### src/rtl/clock_enable_controller.sv
// Run/halt/single-step controller producing the processor clock-enable strobe `ce`.
// Define CLKCTRL_STEP_EN to build the STEP state, its `remain` counter and the step handshake.
module clock_enable_controller #(
   parameter int DIV_W  = 8,
   parameter int STEP_W = 16
) (
   input  logic              clk,
   input  logic              rst,
   input  logic [DIV_W-1:0]  div_ratio,
   input  logic              cfg_valid,
   output logic              cfg_ready,
   input  logic              run,
   input  logic              halt,
   input  logic              step_valid,
   input  logic [STEP_W-1:0] step_count,
   output logic              step_ready,
   output logic              step_done,
   output logic              ce,
   output logic [1:0]        state,
   output logic              busy
);

   typedef enum logic [1:0] {
      IDLE = 2'd0,
      RUN  = 2'd1,
      STEP = 2'd2
   } state_t;

   state_t           state_q;
   logic [DIV_W-1:0] ratio;
   logic [DIV_W-1:0] pend_ratio;
   logic             pend_v;
   logic [DIV_W-1:0] cnt;
   logic [DIV_W-1:0] last_cnt;

   // Ratios 0 and 1 both give a terminal count of 0, i.e. a `ce` every active cycle.
   assign last_cnt  = (ratio == '0) ? '0 : ratio - 1'b1;
   assign ce        = (state_q != IDLE) && (cnt == last_cnt);
   assign cfg_ready = !pend_v;
   assign state     = state_q;
   assign busy      = (state_q != IDLE);

`ifdef CLKCTRL_STEP_EN
   logic [STEP_W-1:0] remain;
   logic              step_done_q;

   assign step_ready = (state_q == IDLE) && !halt;
   assign step_done  = step_done_q;
`else
   logic unused_step;

   assign unused_step = ^{step_valid, step_count};
   assign step_ready  = 1'b0;
   assign step_done   = 1'b0;
`endif

   always_ff @(posedge clk) begin
      if (rst) begin
         state_q     <= IDLE;
         ratio       <= DIV_W'(1);
         pend_ratio  <= '0;
         pend_v      <= 1'b0;
         cnt         <= '0;
`ifdef CLKCTRL_STEP_EN
         remain      <= '0;
         step_done_q <= 1'b0;
`endif
      end else begin
         // Pending ratio only lands on a period boundary so `ce` spacing never glitches.
         if (cfg_valid && cfg_ready) begin
            pend_ratio <= div_ratio;
            pend_v     <= 1'b1;
         end else if (pend_v && (state_q == IDLE || ce)) begin
            ratio  <= pend_ratio;
            pend_v <= 1'b0;
         end

         // NOTE: later non-blocking assignments in this block override these defaults.
         cnt <= ce ? '0 : cnt + 1'b1;
`ifdef CLKCTRL_STEP_EN
         step_done_q <= 1'b0;
`endif

         case (state_q)
            IDLE: begin
               cnt <= '0;
               if (!halt) begin
`ifdef CLKCTRL_STEP_EN
                  if (step_valid) begin
                     if (step_count != '0) begin
                        state_q <= STEP;
                        remain  <= step_count;
                     end else begin
                        step_done_q <= 1'b1;
                     end
                  end else
`endif
                  if (run) begin
                     state_q <= RUN;
                  end
               end
            end
            RUN: begin
               if (halt || !run) begin
                  state_q <= IDLE;
                  cnt     <= '0;
               end
            end
`ifdef CLKCTRL_STEP_EN
            STEP: begin
               if (halt) begin
                  state_q <= IDLE;
                  cnt     <= '0;
               end else if (ce) begin
                  remain <= remain - 1'b1;
                  if (remain == STEP_W'(1)) begin
                     state_q     <= IDLE;
                     step_done_q <= 1'b1;
                  end
               end
            end
`endif
            default: begin
               state_q <= IDLE;
               cnt     <= '0;
            end
         endcase
      end
   end

endmodule
### config.mk
export PLATFORM = sky130hd
export DESIGN_NAME = clock_enable_controller
export DESIGN_NICKNAME = d
export VERILOG_FILES = /design/src/rtl/clock_enable_controller.sv
export SDC_FILE = /design/constraint.sdc
export NUM_CORES = 1
export LEC_CHECK = 0
export CORE_UTILIZATION = 48
export CTS_CLUSTER_SIZE = 30
export DETAILED_ROUTE_END_ITERATION = 12
export GPL_TIMING_DRIVEN = 0
export HOLD_SLACK_MARGIN = 0.03
export PLACE_DENSITY = 0.89
export SLEW_MARGIN = 20
export SYNTH_ARGS = -nofsm -noshare
export SYNTH_HDL_FRONTEND = slang
export SYNTH_SLANG_ARGS = --single-unit
### constraint.sdc
create_clock -name clk -period 2.95 [get_ports clk]
set_clock_uncertainty 0.05 [all_clocks]
set_input_delay 0.59 -clock clk [delete_from_list [all_inputs] [get_ports clk]]
set_output_delay 0.59 -clock clk [all_outputs]
set_load 0.03 [all_outputs]
==> key figures, run 1 <==
Layout
  – Final #Nets: 237
  – Fillers: 200
  – Layout cell share with drive strength beyond 1: between 20% and 30%
  – N_diodes: 0
  – Layout area overhead: 29.1%

Logic synthesis
  – Synth area leader: dfxtp_1
  – Synth async-reset ratio: 0%
  – Cell variety after synth: 41
  – Synth area leaders: dfxtp_1, nand2b_1, mux2i_1
  – Syn_area_per_cell: 8.39 µm²
  – Mapped Area: ~1500 µm²
  – Post-synth top area share: a little over a third
  – Ys flop type: dfxtp_1
  – Post-synth EDFFs: 0
  – Number of synthesized register bits: 26
  – Sequential element share of the synthesized area: between 30 and 40%
  – Top post-synthesis cells by count: dfxtp_1, nand2_1, nand2b_1
  – Gate Count Post-Synth: around 180
  – Most common cell in the netlist: dfxtp_1
  – Warnings from Yosys: 0

Clock network
  – Clock root buffer: clkbuf_4
  – Clock slew at reported path FFs: around 150 ps
  – CTS Buf Count: 3
  – H-tree depth: 1
  – Max Root-Sink Buffers: 2
  – Clock sink count: 26
  – # hold bufs at CTS: 0
  – Worst-skew pair later-pin latency: about 340 ps
  – CTS tree: yes

Setup path
  – R2R cell count: 7
  – Slowest Stage Delay on Critical Path: between 500 and 600 ps
  – Critical path cell sequence: or4_4 -> or3_4 -> a21boi_2 -> o22ai_4 -> nor4_2 -> buf_4
  – Reg-to-Reg Start: ratio[1]$_SDFFE_PP0P_
  – Critical path buffers and inverters: 1
  – CP Data Required Time: between 2000 and 2500 ps
  – R2r setup slk: about 170 ps
  – Critical path peak fanout: 3
  – CP top delay family: simple AND/OR/NAND/NOR gates
  – Crit. End Element: primary output
  – Critical path type: register to primary output
  – R2R Path End: ratio[1]$_SDFFE_PP0P_
  – Crit path launch type: register
  – Crit-path slowest cell: or4_4
  – Critical Path AT: 2490 ps

Job
  – Max-capacitance violation count: 0

Place
  – Global placement routability congestion: 0.830
  – Placed wire-length estimate: approximately 2100 µm
  – DP Worst Slack: -581 ps
  – Port bufs: 16

Die
  – CORE AREA: between 2000 and 3000 µm²
  – Initial Utilization: around 52%
  – Die Wd: approximately 57 µm
  – Core Rows: 19
  – Die H: approximately 57 µm
  – Die area: about 3300 µm²
  – I/O pins: 37

Timing
  – Max-slew violation count: 0
  – Hold Violations, Final: 0
  – Minimum hold slack: ~420 ps
  – Worst relative slew slack: slightly below 60%
  – Actual slew at the worst max-slew pin: between 600 and 700 ps
  – Period utilisation layout: 106%
  – RSZ-0062 raised after global routing: true
  – Final setup violation count: 1
  – Fmax: about 320 MHz
  – Final min period: approximately 3100 ps
  – Final worst slack: -178 ps

Status
  – Failing checks: DRC, setup timing
  – Outcome: complete, but fails checks

Power and ir drop
  – Pint: 628 µW
  – Power share of the combinational group: ~29%
  – Leak: approximately 0.67 nW
  – Clock power share: 28.7%
  – Switching portion of total power: around 30%
  – Reg power frac: around two fifths
  – PwrDens: ~470 nW/µm²
  – Switching pwr: about 270 µW
  – Maximum VDD drop: ~0.0004 V

Detailed routing
  – 1st-iter DRT viols: 22
  – Routed via count: 1376
  – DRT Pass-1 Iters: 8
  – Via density: slightly below 6
  – DRT antenna net count: 0
  – Drt drc: 1
  – Drt wl/cell: about 15 µm
  – Post-Route WL: ~3400 µm

Min path
  – Hold Crit Start: pend_ratio[7]$_SDFFE_PP0P_
  – Hold Path Stages: 2
  – Worst min-delay path category: register to register
  – Worst hold endpoint: pend_ratio[7]$_SDFFE_PP0P_

Global route
  – First-pass GRT wire length: just under 6000 µm
  – Largest net degree at the start of global routing: 16
  – Initial antenna violation count: 0
  – Vias in the first global route: ~1300
  – GRT Util Overall: 23.6%
  – Grt ovf: 0
[power by group through the flow]
stage | Clock [mW] | Sequential, mW | Combinational, mW
floorplan | 0 | 0.383 | 0.144
CTS | 0.252 | 0.375 | 0.241
global placement | 0 | 0.384 | 0.188
finish | 0.258 | 0.376 | 0.264
global route | 0.268 | 0.378 | 0.282
detailed placement | 0 | 0.385 | 0.192
[per-layer routing]
| layer | wire, µm | vias to the layer above | GRT usage, % |
|---|---|---|---|
| li1 | - | 661 | - |
| met1 | 1450 | 644 | 27.0 |
| met2 | 1740 | 56 | 43.4 |
| met3 | 131 | 15 | 3.63 |
| met4 | 96 | 0 | 10.1 |
| met5 | 0 | - | 0 |
[area by class of cell]
class	instances	area, µm²	area share, %
Clock inverter	1	30.0	1.58
Multi-Input combinational cell	131	951	50.1
Buffer	11	63.8	3.36
Inverter	8	30.0	1.58
Timing Repair Buffer	24	221	11.7
Sequential cell	26	539	28.4
Tap cell	31	38.8	2.04
Clock buffer	3	22.5	1.19
[how the worst max path moves through the flow]
stage | start | to | slack [ps] | cells after the start
2_1_floorplan | ratio[4]$_SDFFE_PP0P_ | ce | 30 | 6
3_3_place_gp | ratio[0]$_SDFFE_PP1P_ | ce | -550 | 8
3_5_place_dp | ratio[0]$_SDFFE_PP1P_ | ce | -580 | 8
4_1_cts | ratio[0]$_SDFFE_PP1P_ | ce | -80 | 6
5_1_grt | ratio[7]$_SDFFE_PP0P_ | ce | -260 | 7
6_report | ratio[1]$_SDFFE_PP0P_ | ce | -180 | 6
[tightest hold or removal path: stages, from the launching register on]
cell and delay [ps]:
dfxtp_1 340, nand2_1 50, a21oi_1 50
[cell families (layout without fill, tap and decap cells)]
group                      Yosys count  in the layout  synth area share (%)
and+or+nand+nor                     79             79                  28.4
AOI/OAI and AO/OA                   28             28                  15.4
DFF                                 26             26                  35.4
buffers and inverters               20             47                  6.64
muxes                               10             10                  6.81
xor gates and xnor gates             9              9                  5.37
adders and majority gates            2              2                  1.70
other                                1              3                 0.255
[through the flow]
stage / setup TNS, ps / total power [mW] / cells / instance area, µm² / utilization [%]
floorplan: 0 / 0.527 / 177 / 1480 / -
global placement: -554 / 0.572 / 224 / 1680 / 59.4
detailed placement: -581 / 0.577 / 224 / 1680 / 59.4
CTS: -79.8 / 0.868 / 235 / 1860 / 65.7
global route: -260 / 0.928 / 235 / 1900 / 67.1
finish: -178 / 0.897 / 235 / 1900 / 67.1
[flip-flops by register name (all words and copies together) (netlist names)]
signal,cells
state,1
pend_ratio,8
ratio,8
cnt,8
pend_v,1
[placed cells by master, fill, tap and decap left out, types with 3 or more instances in the layout]
cell type        Yosys  routed
dfxtp_4              0       4
dfxtp_2              0       3
buf_4                4      12
mux2i_1             10       9
clkdlybuf4s50_1      0      15
nand2_1             22      22
inv_1                8       7
clkbuf_4             0       3
nor2b_1              4       4
dfxtp_1             26      19
conb_1               1       3
clkbuf_1             7       6
xor2_1               3       3
a21oi_1             10      10
nand2b_1            17      17
nand4_1              3       3
nand3_1              5       5
xnor2_1              6       6
nor2_1               9       8
nor3_1               9       8
[timing repair]
item,CTS,global route
buffers inserted,8,0
setup endpoints to repair,1,3
gates cloned,0,0
pin swaps,7,0
gates resized for setup,28,9
Power figures use the tool's default switching activity.
==> inputs of run 2 (changes only) <==
MAX_ROUTING_LAYER = met4   (was default)
==> run 2 against run 1 <==
  * The flow still finishes with violations (DRC, setup timing)
  * Global-route usage rose by 0.73 points
  * Sequential share of layout area did not move
  * Fmax barely moved
  * Via count fell by 0.15%
  * Non-clock buffer count did not move
  * Highest routed layer unchanged
  * Critical endpoint unchanged
  * Register-to-register slack improved by 20 ps
  * Largest cell class unchanged
  * Critical path type unchanged
==> key figures, run 2 (synthesis gave the netlist of run 1 again) <==
Status
  – Outcome: complete, but fails checks
  – Failing checks: DRC, setup timing

Layout
  – Highest-count cells in the layout ignoring fill and taps: nand2_1, dfxtp_1, nand2b_1, clkdlybuf4s50_1, buf_4
  – Regs by FF count: cnt (8), pend_ratio (8), ratio (8)
  – Layout cell share with drive strength beyond 1: 22.5%
  – Final instance area: about 1900 µm²
  – Layout area overhead: 29.1%
  – N_diodes: 0
  – Most common cell after layout, fill and taps aside: nand2_1
  – Final #Nets: between 200 and 250

Setup path
  – Critical path cell sequence: or4_4 -> or3_4 -> a21boi_2 -> o22ai_4 -> nor4_2 -> buf_4
  – R2r setup slk: approximately 190 ps
  – Critical path type: register to primary output
  – Crit path launch type: register
  – Critical Path AT: roughly 2500 ps
  – R2R Path End: ratio[1]$_SDFFE_PP0P_
  – Crit-path slowest cell: or4_4
  – Crit. End Element: primary output
  – R2R cell count: 7
  – Slowest Stage Delay on Critical Path: about 580 ps
  – Reg-to-Reg Start: ratio[1]$_SDFFE_PP0P_
  – CP Data Required Time: roughly 2300 ps
  – Critical path peak fanout: 3

Clock network
  – Max Root-Sink Buffers: 2
  – H-tree depth: 1
  – Clock sink count: 26
  – Worst-skew pair later-pin latency: 340 ps
  – Clock slew at reported path FFs: 150 ps
  – CTS Buf Count: 3
  – # hold bufs at CTS: 0
  – CTS tree: yes
  – Clock root buffer: clkbuf_4

Detailed routing
  – Drt drc: 1
  – DRT Pass-1 Iters: 8
  – Drt wl/cell: around 14 µm
  – DRT antenna net count: 0
  – 1st-iter DRT viols: 24
  – Via density: about 5.8
  – Routed via count: around 1400
  – Post-Route WL: 3390 µm

Place
  – Placed wire-length estimate: ~2100 µm
  – Dpl cell area: 1680 µm²
  – Global placement routability congestion: 0.843
  – Port bufs: 16

Timing
  – Max-slew violation count: 0
  – Worst relative slew slack: 57.8%
  – Final worst slack: -176 ps
  – Final setup violation count: 1
  – Hold Violations, Final: 0
  – Final min period: ~3100 ps
  – Actual slew at the worst max-slew pin: 630 ps
  – Setup TNS: -176 ps
  – Period utilisation layout: 106%
  – RSZ-0062 raised after global routing: true
  – Minimum hold slack: 418 ps
  – Fmax: around 320 MHz

Power and ir drop
  – Leak: about 0.67 nW
  – PwrDens: roughly 470 nW/µm²
  – Maximum VDD drop: 0.000389 V

Die
  – Die Wd: 57.3 µm
  – Die area: between 3000 and 4000 µm²
  – Die H: between 50 and 60 µm
  – Core Rows: 19
  – CORE AREA: roughly 2800 µm²
  – Initial Utilization: about half
  – I/O pins: 37

Global route
  – First-pass GRT wire length: between 5000 and 6000 µm
  – GRT Util Overall: between 20% and 30%
  – Largest net degree at the start of global routing: 16
  – Most Used Layer, Global Route: met2
  – Grt ovf: 0
  – Met3 Usage GRT: between 3 and 4%
  – Met2 Use GR: 43.4%
  – M1 GR Usage: 27.0%
  – Initial antenna violation count: 0
  – Vias in the first global route: around 1400

Min path
  – Worst hold endpoint: pend_ratio[7]$_SDFFE_PP0P_
  – Worst min-delay path category: register to register
  – Hold Path Stages: 2
  – Hold Crit Start: pend_ratio[7]$_SDFFE_PP0P_

Job
  – Max-capacitance violation count: 0
run 2: cell counts in the layout (fill, tap and decap cells not counted):
Identical to the previous run, type by type.
run 2: worst max-delay path by stage:
stage,start,to,cells after the start
after global routing,ratio[7]$_SDFFE_PP0P_,ce,7
after detailed placement,ratio[0]$_SDFFE_PP1P_,ce,8
after floorplan,ratio[4]$_SDFFE_PP0P_,ce,6
final,ratio[1]$_SDFFE_PP0P_,ce,6
after global placement,ratio[0]$_SDFFE_PP1P_,ce,8
after CTS,ratio[0]$_SDFFE_PP1P_,ce,6
run 2: area by class of cell:
type / instances / area [µm²]
well taps: 31 / 38.8
inverters: 8 / 30.0
clock buffers: 3 / 22.5
fillers: 200 / 932
flip-flops and latches: 26 / 539
plain buffers: 11 / 63.8
clock inverters: 1 / 30.0
repair buffers: 24 / 221
multi-input cells: 131 / 951
run 2: what timing repair did:
item | 4_1_cts | 5_1_grt
endpoints found under the setup margin | 1 | 3
gates resized for setup | 28 | 9
hold endpoints to repair | 0 | 0
pin swaps | 7 | 0
buffers inserted | 8 | 0
run 2: critical path: cells and delay by family (launching register included):
family                 cells  cell delay, ps
AO/OA/AOI/OAI              2             320
buffers and inverters      1             210
AND/OR/NAND/NOR            3            1240
flip-flops                 1             370
run 2: power breakdown:
| part | internal [mW] | leakage [nW] | total [mW] | switching [mW] |
|---|---|---|---|---|
| Combinational | 0.126 | 0.426 | 0.262 | 0.136 |
| Sequential | 0.364 | 0.215 | 0.376 | 0.0118 |
| Clock | 0.138 | 0.0279 | 0.258 | 0.120 |
run 2: layer usage:
layer  vias up  part of all wire, %
met5         -                    0
met4         0                  2.8
met3        12                  4.6
met2        58                   51
met1       643                   42
li1        661                    -
run 2: through the flow:
stage / power, mW / utilization [%] / cells / worst slack (ps)
floorplan: 0.527 / - / 177 / 26.8
global placement: 0.572 / 59.4 / 224 / -554
detailed placement: 0.577 / 59.4 / 224 / -581
CTS: 0.868 / 65.7 / 235 / -79.8
global route: 0.928 / 67.1 / 235 / -260
finish: 0.896 / 67.1 / 235 / -176
